<file path="config.mk">
export PLATFORM = sky130hd
export DESIGN_NAME = slab_interval_reducer
export DESIGN_NICKNAME = d
export VERILOG_FILES = /design/src/rtl/slab_interval_reducer_pkg.sv /design/src/rtl/slab_interval_reducer_fp_key_ge.sv /design/src/rtl/slab_interval_reducer.sv
export SDC_FILE = /design/constraint.sdc
export NUM_CORES = 1
export LEC_CHECK = 0
export CAP_MARGIN = 20
export CORE_MARGIN = 2
export CORE_UTILIZATION = 55
export CTS_CLUSTER_DIAMETER = 150
export DETAILED_ROUTE_END_ITERATION = 16
export HOLD_SLACK_MARGIN = 0.15
export PLACE_DENSITY = 0.76
export SYNTH_ARGS = -nofsm -noshare
export SYNTH_HDL_FRONTEND = slang
export SYNTH_SLANG_ARGS = --single-unit
export TNS_END_PERCENT = 20
</file>
<file path="constraint.sdc">
create_clock -name clk -period 8.16 [get_ports clk]
set_clock_uncertainty 0.05 [all_clocks]
set_input_delay 2.04 -clock clk [delete_from_list [all_inputs] [get_ports clk]]
set_output_delay 2.04 -clock clk [all_outputs]
set_load 0.005 [all_outputs]
</file>
<file path="src/rtl/slab_interval_reducer_pkg.sv">
// Shared definitions for the slab interval reducer.
// FP word layout (29 bits): exn[28:27] sign[26] exp[25:15] frac[14:0].
// Exn codes: 00 zero, 01 normal, 10 infinity, 11 NaN.
package slab_interval_reducer_pkg;

  localparam int unsigned FP_MSB  = 28;
  localparam int unsigned EXN_HI  = 28;
  localparam int unsigned EXN_LO  = 27;
  localparam int unsigned SIGN    = 26;
  localparam int unsigned EXP_HI  = 25;
  localparam int unsigned EXP_LO  = 15;
  localparam int unsigned FRAC_HI = 14;
  localparam int unsigned FRAC_LO = 0;

  localparam logic [1:0] EXN_ZERO = 2'b00;
  localparam logic [1:0] EXN_NORM = 2'b01;
  localparam logic [1:0] EXN_INF  = 2'b10;
  localparam logic [1:0] EXN_NAN  = 2'b11;

  localparam logic [FP_MSB:0] FP_POS_ZERO = '0;

  typedef enum logic [1:0] {
    StIdle,
    StAccum,
    StResolve,
    StOut
  } state_e;

  function automatic logic fp_is_nan(input logic [FP_MSB:0] x);
    return x[EXN_HI:EXN_LO] == EXN_NAN;
  endfunction

endpackage

</file>
<file path="src/rtl/slab_interval_reducer_fp_key_ge.sv">
// Combinational a >= b on the 29-bit slab FP format.
// NaN on either side gives 0; +0 and -0 compare equal; infinities order beyond all normals.
// Ports:
//   a_i, b_i  operands
//   ge_o      1 when a >= b and neither operand is NaN
module slab_interval_reducer_fp_key_ge
  import slab_interval_reducer_pkg::*;
(
  input  logic [FP_MSB:0] a_i,
  input  logic [FP_MSB:0] b_i,
  output logic            ge_o
);

  // Magnitude key {exn[1], exp, frac}: exn[1] lifts infinity above every normal.
  // The sign then negates it, giving a total order on a plain signed integer.
  function automatic logic signed [27:0] fp_key(input logic [FP_MSB:0] x);
    logic signed [27:0] mag;
    mag = {1'b0, x[EXN_HI], x[EXP_HI:EXP_LO], x[FRAC_HI:FRAC_LO]};
    if (x[EXN_HI:EXN_LO] == EXN_ZERO) begin
      return '0;
    end
    return x[SIGN] ? -mag : mag;
  endfunction

  always_comb begin
    ge_o = !fp_is_nan(a_i) && !fp_is_nan(b_i) && (fp_key(a_i) >= fp_key(b_i));
  end

endmodule

</file>
<file path="src/rtl/slab_interval_reducer.sv">
// Folds per-axis slab (t_near, t_far) beats of one ray into tmin = max(t_near) and
// tmax = min(t_far), then resolves hit = (tmax >= tmin) && (tmax >= +0) and the entry
// distance max(tmin, +0). One ray in flight; results held until accepted.
// Optional feature: define SLAB_NAN_FLAG_EN to add out_nan_o (NaN seen on any beat).
// Ports:
//   clk, rst                     clock, asynchronous active-high reset
//   in_valid_i / in_ready_o      axis beat handshake
//   in_t_near_i / in_t_far_i     slab entry/exit t for the current axis
//   out_valid_o / out_ready_i    result handshake; result held while out_ready_i is low
//   out_hit_o, out_t_entry_o     hit flag and entry distance (+0 on miss)
//   out_nan_o                    only with SLAB_NAN_FLAG_EN
module slab_interval_reducer
  import slab_interval_reducer_pkg::*;
#(
  parameter int unsigned WIDTH    = 28,
  parameter int unsigned NUM_AXES = 3
) (
  input  logic             clk,
  input  logic             rst,
  input  logic             in_valid_i,
  output logic             in_ready_o,
  input  logic [WIDTH:0]   in_t_near_i,
  input  logic [WIDTH:0]   in_t_far_i,
  output logic             out_valid_o,
  input  logic             out_ready_i,
  output logic             out_hit_o,
  output logic [WIDTH:0]   out_t_entry_o
`ifdef SLAB_NAN_FLAG_EN
  ,
  output logic             out_nan_o
`endif
);

  localparam int unsigned CntW = $clog2(NUM_AXES);
  localparam logic [CntW-1:0] LastAxis = CntW'(NUM_AXES - 1);

  state_e          state_q;
  logic [CntW-1:0] axis_cnt_q;
  logic [WIDTH:0]  tmin_q, tmax_q, t_entry_q;
  logic            nan_seen_q, in_ready_q, out_valid_q, out_hit_q;
`ifdef SLAB_NAN_FLAG_EN
  logic            out_nan_q;
`endif

  // Comparators are shared: while accumulating they fold the beat in; in RESOLVE the
  // first two are steered onto the +0 bounds checks.
  logic           resolving;
  logic [WIDTH:0] cmp_a_lhs, cmp_a_rhs, cmp_b_rhs;
  logic           ge_a, ge_b, ge_span;
  logic           beat_nan, hit_w;

  always_comb begin
    resolving = (state_q == StResolve);
    cmp_a_lhs = resolving ? tmin_q : in_t_near_i;
    cmp_a_rhs = resolving ? FP_POS_ZERO : tmin_q;
    cmp_b_rhs = resolving ? FP_POS_ZERO : in_t_far_i;
    beat_nan  = fp_is_nan(in_t_near_i) || fp_is_nan(in_t_far_i);
    hit_w     = !nan_seen_q && ge_span && ge_b;
  end

  // ge(t_near, tmin) / ge(tmin, +0)
  slab_interval_reducer_fp_key_ge u_ge_near (
    .a_i  (cmp_a_lhs),
    .b_i  (cmp_a_rhs),
    .ge_o (ge_a)
  );

  // ge(tmax, t_far) / ge(tmax, +0)
  slab_interval_reducer_fp_key_ge u_ge_far (
    .a_i  (tmax_q),
    .b_i  (cmp_b_rhs),
    .ge_o (ge_b)
  );

  // ge(tmax, tmin)
  slab_interval_reducer_fp_key_ge u_ge_span (
    .a_i  (tmax_q),
    .b_i  (tmin_q),
    .ge_o (ge_span)
  );

  always_ff @(posedge clk or posedge rst) begin
    if (rst) begin
      state_q     <= StIdle;
      axis_cnt_q  <= '0;
      tmin_q      <= FP_POS_ZERO;
      tmax_q      <= FP_POS_ZERO;
      t_entry_q   <= FP_POS_ZERO;
      nan_seen_q  <= 1'b0;
      in_ready_q  <= 1'b1;
      out_valid_q <= 1'b0;
      out_hit_q   <= 1'b0;
`ifdef SLAB_NAN_FLAG_EN
      out_nan_q   <= 1'b0;
`endif
    end else begin
      unique case (state_q)
        StIdle: begin
          if (in_valid_i) begin
            tmin_q     <= in_t_near_i;
            tmax_q     <= in_t_far_i;
            nan_seen_q <= beat_nan;
            axis_cnt_q <= CntW'(1);
            state_q    <= StAccum;
          end
        end
        StAccum: begin
          if (in_valid_i) begin
            if (ge_a) tmin_q <= in_t_near_i;
            if (ge_b) tmax_q <= in_t_far_i;
            nan_seen_q <= nan_seen_q | beat_nan;
            if (axis_cnt_q == LastAxis) begin
              in_ready_q <= 1'b0;
              state_q    <= StResolve;
            end else begin
              axis_cnt_q <= axis_cnt_q + CntW'(1);
            end
          end
        end
        StResolve: begin
          out_hit_q   <= hit_w;
          t_entry_q   <= (hit_w && ge_a) ? tmin_q : FP_POS_ZERO;
`ifdef SLAB_NAN_FLAG_EN
          out_nan_q   <= nan_seen_q;
`endif
          out_valid_q <= 1'b1;
          state_q     <= StOut;
        end
        StOut: begin
          if (out_ready_i) begin
            out_valid_q <= 1'b0;
            in_ready_q  <= 1'b1;
            axis_cnt_q  <= '0;
`ifdef SLAB_NAN_FLAG_EN
            out_nan_q   <= 1'b0;
`endif
            state_q     <= StIdle;
          end
        end
        default: state_q <= StIdle;
      endcase
    end
  end

  assign in_ready_o    = in_ready_q;
  assign out_valid_o   = out_valid_q;
  assign out_hit_o     = out_hit_q;
  assign out_t_entry_o = t_entry_q;
`ifdef SLAB_NAN_FLAG_EN
  assign out_nan_o     = out_nan_q;
`endif

endmodule

</file>
==> impl_metrics.env, run 1 <==
export IMPL_cp_slowest_stage_delay_ps=730
export IMPL_layout_min_cycle_time_ps=6790
export IMPL_vias=9750
export IMPL_worstSkewPairLatency_ps=370
export IMPL_hold_viol=0
export IMPL_final_common_cell="nand2_1"
export IMPL_async_flop_share=1.00
export IMPL_utilization=0.633
export IMPL_yosysTopAreaCell="dfrtp_1"
export IMPL_die_area_mm2=0.0193
export IMPL_first_iter_violations=770
export IMPL_syn_area_per_cell_um2=7.92
export IMPL_path_max_fanout=15
export IMPL_status="finished, final reports clean"
export IMPL_cts_resized=0
export IMPL_cts_root_buf="clkbuf_16"
export IMPL_start_util=0.558
export IMPL_grt_pass1_vias=9589
export IMPL_netlist_area_mm2=0.0100
export IMPL_ys_types=66
export IMPL_worst_path_max_delay_cell="or4b_2"
export IMPL_reg2reg_depth=19
export IMPL_worst_setup_path_start_kind="input port"
export IMPL_cts_setup_buffers=0
export IMPL_nNetsFinal=1456
export IMPL_critical_path_class="input port to flip-flop"
export IMPL_gp_congestion=0.993
export IMPL_internal_power_mw=2.44
export IMPL_relSlewSlack=0.292
export IMPL_grt_pass1_wl_mm=47.9
export IMPL_grt_max_degree=94
export IMPL_place_ws_ps=1050
export IMPL_total_leakage_power_nw=4.62
export IMPL_cts_sinks=95
export IMPL_clk_path_buf_depth=2
export IMPL_h_tree_depth=3
export IMPL_min_path_cells=1
export IMPL_crit_chain="clkdlybuf4s50_1 > mux2i_1 > o2111ai_1 > or4b_2 > nor3_1 > nand3_1 > a21oi_1 > nor2_1 > ha_1 > and4_1 > nor2b_1 > a221o_1 > or3_1 > a31oi_1 > a22o_1 > buf_4 > mux2_2"
export IMPL_routed_wl_mm=28.7
export IMPL_hpwlAfterDp_mm=20.8
export IMPL_nFillCells=1598
export IMPL_num_rows=49
export IMPL_ff_latch_area_mm2=0.00238
export IMPL_reg2reg_to="tmin_q[7]$_DFFE_PP0P_"
export IMPL_yosys_register_bits=95
export IMPL_ys_warn_count=0
export IMPL_power_frac_clock=0.081
export IMPL_final_cells=1533
export IMPL_layout_drive_gt1_share=0.0759
export IMPL_cts_tree="built"
export IMPL_p_sw_frac=0.520
export IMPL_antenna_cells=0
export IMPL_cpLargestDelayFamily="simple AND/OR/NAND/NOR gates"
export IMPL_worstPathRequired_ps=8350
export IMPL_synth_top_area_share=0.235
export IMPL_die_h_um=139
export IMPL_maxCapViolCount=0
export IMPL_final_setup_worst_slack_ps=1370
export IMPL_p_per_area_mw_per_mm2=448
export IMPL_synthCells=1262
export IMPL_die_w_um=139
export IMPL_cts_hold_buf=0
export IMPL_seqPwrFrac=0.187
export IMPL_netlist_top_cells_area="dfrtp_1 24%, ha_1 12%, xnor2_1 5.5%"
export IMPL_port_buffers=93
export IMPL_critPathArrivalTime_ps=6990
export IMPL_min_from="out_t_entry_o[18]$_DFFE_PP0P_"
export IMPL_fin_setup_tns_ps=0
export IMPL_ios=94
export IMPL_drc=0
export IMPL_crit_start="in_t_near_i[10]"
export IMPL_clkTransAtPathRegs_ps=70
export IMPL_tightest_slew_ps=1040
export IMPL_ir_drop_mv=0.211
export IMPL_ys_flop_type="dfrtp_1"
export IMPL_rr_startpoint="state_q[0]$_DFFE_PP0P_"
export IMPL_holdPathEnd="out_t_entry_o[18]$_DFFE_PP0P_"
export IMPL_cts_buffers=9
export IMPL_slew_viol_final=0
export IMPL_rrSetupSlack_ps=1700
export IMPL_final_cell_mix="138 x nand2_1, 111 x nor2_1, 94 x ha_1, 94 x dfrtp_1, 92 x clkdlybuf4s50_1"
export IMPL_maxClockFrequency_ghz=0.147
export IMPL_coreArea_mm2=0.0179
export IMPL_p_switching_mw=2.64
export IMPL_setup_viol=0
export IMPL_syn_to_final_growth_pct=13.4
export IMPL_rsz0062_at_grt="false"
export IMPL_dp_cells=1516
export IMPL_combPwrFrac=0.732
export IMPL_firstDrtPassIters=6
export IMPL_antenna_found_initial=0
export IMPL_crit_path_end_kind="flip-flop"
export IMPL_wl_per_cell_um=18.7
export IMPL_via_per_inst=6.36
export IMPL_multi_input_area_mm2=0.00713
export IMPL_grt_overflow=0
export IMPL_fin_crit_sh=0.833
export IMPL_path_buf_inv=2
export IMPL_synth_edf_count=0
export IMPL_synthesis_nets=1419
export IMPL_drt_antenna_violating_nets=0
export IMPL_track_usage=0.300
export IMPL_hold_path_class="flip-flop to flip-flop"
export IMPL_yosysSeqAreaShare=0.238
## cells in the mapped netlist (17+ instances only)
| library cell | n |
|---|---|
| o31ai_1 | 17 |
| mux2i_1 | 25 |
| mux2_2 | 35 |
| xnor2_1 | 63 |
| a21oi_1 | 70 |
| clkbuf_1 | 69 |
| a31oi_1 | 35 |
| nand3_1 | 39 |
| nor3_1 | 17 |
| xor2_1 | 46 |
| dfrtp_1 | 94 |
| inv_1 | 45 |
| nand4_1 | 41 |
| ha_1 | 95 |
| o21ai_0 | 57 |
| o211ai_1 | 32 |
| nand2_1 | 138 |
| o2bb2ai_1 | 29 |
| nor2_1 | 112 |
| nor2b_1 | 36 |
## per-stage QoR
stage	cell area, um^2	total power, mW	hold slack (ps)
3_3_place_gp	11100	4.45	422
5_1_grt	11300	5.59	464
2_1_floorplan	10000	3.63	428
4_1_cts	11300	5.02	444
3_5_place_dp	11100	4.57	424
6_report	11300	5.08	441
## kinds of logic after synthesis
| family | count (synthesis) | share of synthesized area |
|---|---|---|
| flip-flops | 95 | 0.238 |
| adder cells (fa/ha/maj) | 95 | 0.119 |
| AND/OR/NAND/NOR | 464 | 0.225 |
| multiplexers | 60 | 0.0645 |
| AO/OA/AOI/OAI | 303 | 0.205 |
| buffers and inverters | 136 | 0.0526 |
| XOR/XNOR | 109 | 0.0955 |
## worst max path at each step
stage | to | slack (ps) | depth (start not counted)
after floorplan | tmin_q[10]$_DFFE_PP0P_ | 1820 | 18
after global placement | tmin_q[1]$_DFFE_PP0P_ | 1210 | 17
after detailed placement | tmin_q[7]$_DFFE_PP0P_ | 1050 | 17
after CTS | tmin_q[7]$_DFFE_PP0P_ | 1400 | 17
after global routing | tmin_q[7]$_DFFE_PP0P_ | 1040 | 17
final | tmin_q[7]$_DFFE_PP0P_ | 1370 | 17
## state kept, by name, indices dropped and copies added (netlist names)
| signal | cells |
|---|---|
| out_t_entry_o | 29 |
| tmax_q | 29 |
| tmin_q | 29 |
| axis_cnt_q | 2 |
| state_q | 2 |
| in_ready_o | 1 |
| nan_seen_q | 1 |
| out_hit_o | 1 |
| out_valid_o | 1 |
## power groups by stage
stage | Sequential, mW | Clock [mW] | Combinational, mW
finish | 0.949 | 0.412 | 3.72
global route | 0.975 | 0.433 | 4.18
CTS | 0.937 | 0.419 | 3.66
detailed placement | 0.944 | 0 | 3.62
global placement | 0.936 | 0 | 3.51
floorplan | 0.793 | 0 | 2.83
## layout make-up
class | count | share of cell area
clock buffer | 12 | 0.0209
clock inverter | 4 | 0.00265
inverter | 46 | 0.0154
multi-input combinational | 1031 | 0.629
sequential | 95 | 0.210
tap | 229 | 0.0253
timing repair buffer | 116 | 0.0975
## metal layers
| metal | vias to the layer above | global-route usage | wire length, um |
|---|---|---|---|
| met2 | 384 | 0.504 | 13500 |
| li1 | 4645 | - | - |
| met4 | 0 | 0.102 | 688 |
| met3 | 64 | 0.0473 | 1960 |
| met1 | 4657 | 0.395 | 12600 |
| met5 | - | 0 | 0 |
Note: power is estimated with default switching activity, not from simulation.
==> inputs of run 2 (changes only) <==
clock period = 6.97 ns   (was 8.16 ns; I/O delays follow)
==> impl_metrics.env, run 2 (synthesis gave the netlist of run 1 again) <==
export IMPL_status="finished, final reports clean"
export IMPL_h_tree_depth=3
export IMPL_critPathArrivalTime_ps=6660
export IMPL_crit_chain="clkdlybuf4s50_1 > mux2i_1 > o2111ai_1 > or4b_2 > nor3_1 > a21oi_1 > xnor2_1 > nor2_1 > ha_1 > and4_1 > nor2b_1 > a221o_1 > or3_1 > a31oi_1 > a22o_1 > buf_4 > mux2_2"
export IMPL_routed_wl_mm=28.2
export IMPL_cts_setup_buffers=0
export IMPL_grt_pass1_wl_mm=46.7
export IMPL_drc=0
export IMPL_die_h_um=139
export IMPL_worstPathRequired_ps=7160
export IMPL_busiest_layer="met2"
export IMPL_start_util=0.558
export IMPL_gp_congestion=0.943
export IMPL_cts_resized=0
export IMPL_antenna_cells=0
export IMPL_final_cell_mix="138 x nand2_1, 112 x nor2_1, 94 x ha_1, 94 x dfrtp_1, 92 x clkdlybuf4s50_1"
export IMPL_fin_crit_sh=0.928
export IMPL_coreArea_mm2=0.0179
export IMPL_cts_tree="built"
export IMPL_use_met2=0.483
export IMPL_path_max_fanout=19
export IMPL_fin_setup_tns_ps=0
export IMPL_tightest_slew_ps=1080
export IMPL_grtUsageMet1=0.393
export IMPL_slew_viol_final=0
export IMPL_track_usage=0.291
export IMPL_clkTransAtPathRegs_ps=70
export IMPL_rsz0062_at_grt="false"
export IMPL_firstDrtPassIters=5
export IMPL_hold_path_class="flip-flop to flip-flop"
export IMPL_ios=94
export IMPL_grt_pass1_vias=9323
export IMPL_drt_antenna_violating_nets=0
export IMPL_worst_setup_path_start_kind="input port"
export IMPL_cp_slowest_stage_delay_ps=740
export IMPL_port_buffers=93
export IMPL_crit_path_end_kind="flip-flop"
export IMPL_use_met3=0.0418
export IMPL_maxClockFrequency_ghz=0.155
export IMPL_cts_hold_buf=0
export IMPL_via_per_inst=6.29
export IMPL_die_area_mm2=0.0193
export IMPL_hold_viol=0
export IMPL_grt_max_degree=94
export IMPL_num_rows=49
export IMPL_final_common_cell="nand2_1"
export IMPL_grt_overflow=0
export IMPL_hpwlAfterDp_mm=20.8
export IMPL_clk_path_buf_depth=2
export IMPL_nNetsFinal=1461
export IMPL_wl_per_cell_um=18.3
export IMPL_relSlewSlack=0.261
export IMPL_layout_min_cycle_time_ps=6470
export IMPL_cts_buffers=9
export IMPL_maxCapViolCount=0
export IMPL_worstSkewPairLatency_ps=360
export IMPL_first_iter_violations=819
export IMPL_syn_to_final_growth_pct=13.8
export IMPL_antenna_found_initial=0
export IMPL_cts_root_buf="clkbuf_16"
export IMPL_vias=9667
export IMPL_utilization=0.635
export IMPL_total_leakage_power_nw=4.64
export IMPL_ir_drop_mv=0.237
export IMPL_p_per_area_mw_per_mm2=521
export IMPL_critical_path_class="input port to flip-flop"
export IMPL_worst_path_max_delay_cell="or4b_2"
export IMPL_cts_sinks=95
export IMPL_die_w_um=139
export IMPL_setup_viol=0
export IMPL_layout_drive_gt1_share=0.0795
[run 2: cell types whose count changed in the layout (fill, tap and decap cells not counted), sizes merged]
cell    before  now
buf         24   29
clkbuf      12   11
[run 2: routing by layer]
metal  part of all wire  up-vias
li1                   -     4649
met1               0.45     4618
met2               0.47      352
met3              0.061       48
met4              0.021        0
met5                  0        -
[run 2: final cells by class]
class	count	area, um^2
sequential	95	2380
timing repair buffer	121	1140
inverter	46	175
fill	1605	6530
clock buffer	11	243
tap	229	287
multi-input combinational	1031	7130
clock inverter	4	30.0
[run 2: final timing paths]
path	startpoint	end	slack [ps]	cells past startpoint
worst max-delay path	in_t_near_i[10]	tmin_q[4]$_DFFE_PP0P_	500	17
worst min-delay path	out_t_entry_o[5]$_DFFE_PP0P_	out_t_entry_o[5]$_DFFE_PP0P_	440	1
worst max register to register	state_q[0]$_DFFE_PP0P_	out_t_entry_o[11]$_DFFE_PP0P_	970	19
worst min register to register	out_t_entry_o[5]$_DFFE_PP0P_	out_t_entry_o[5]$_DFFE_PP0P_	440	1
max in group asynchronous	rst	out_t_entry_o[23]$_DFFE_PP0P_	4010	3
min in group asynchronous	rst	out_t_entry_o[5]$_DFFE_PP0P_	1750	2
[run 2: report_power, final]
part | total (mW) | internal (mW) | switching (mW)
clock | 0.486 | 0.252 | 0.234
combinational | 4.34 | 1.86 | 2.48
sequential | 1.10 | 0.758 | 0.344
total | 5.93 | 2.87 | 3.06
[run 2: worst max-delay path, delay by kind of cell]
family	cells	cell delay [ps]
adder cells (fa/ha/maj)	1	320
AND/OR/NAND/NOR	6	1970
multiplexers	2	640
XOR/XNOR	1	200
buffers and inverters	2	710
AO/OA/AOI/OAI	5	1080
[run 2: through the flow]
stage	hold WS, ps	cells	total power, mW	area, um^2	worst slack [ps]
after floorplan	428	1262	4.24	10000	927
after global placement	422	1522	5.23	11100	346
after detailed placement	425	1522	5.35	11100	198
after CTS	443	1537	5.87	11400	551
after global routing	460	1537	6.52	11400	255
final	442	1537	5.93	11400	501
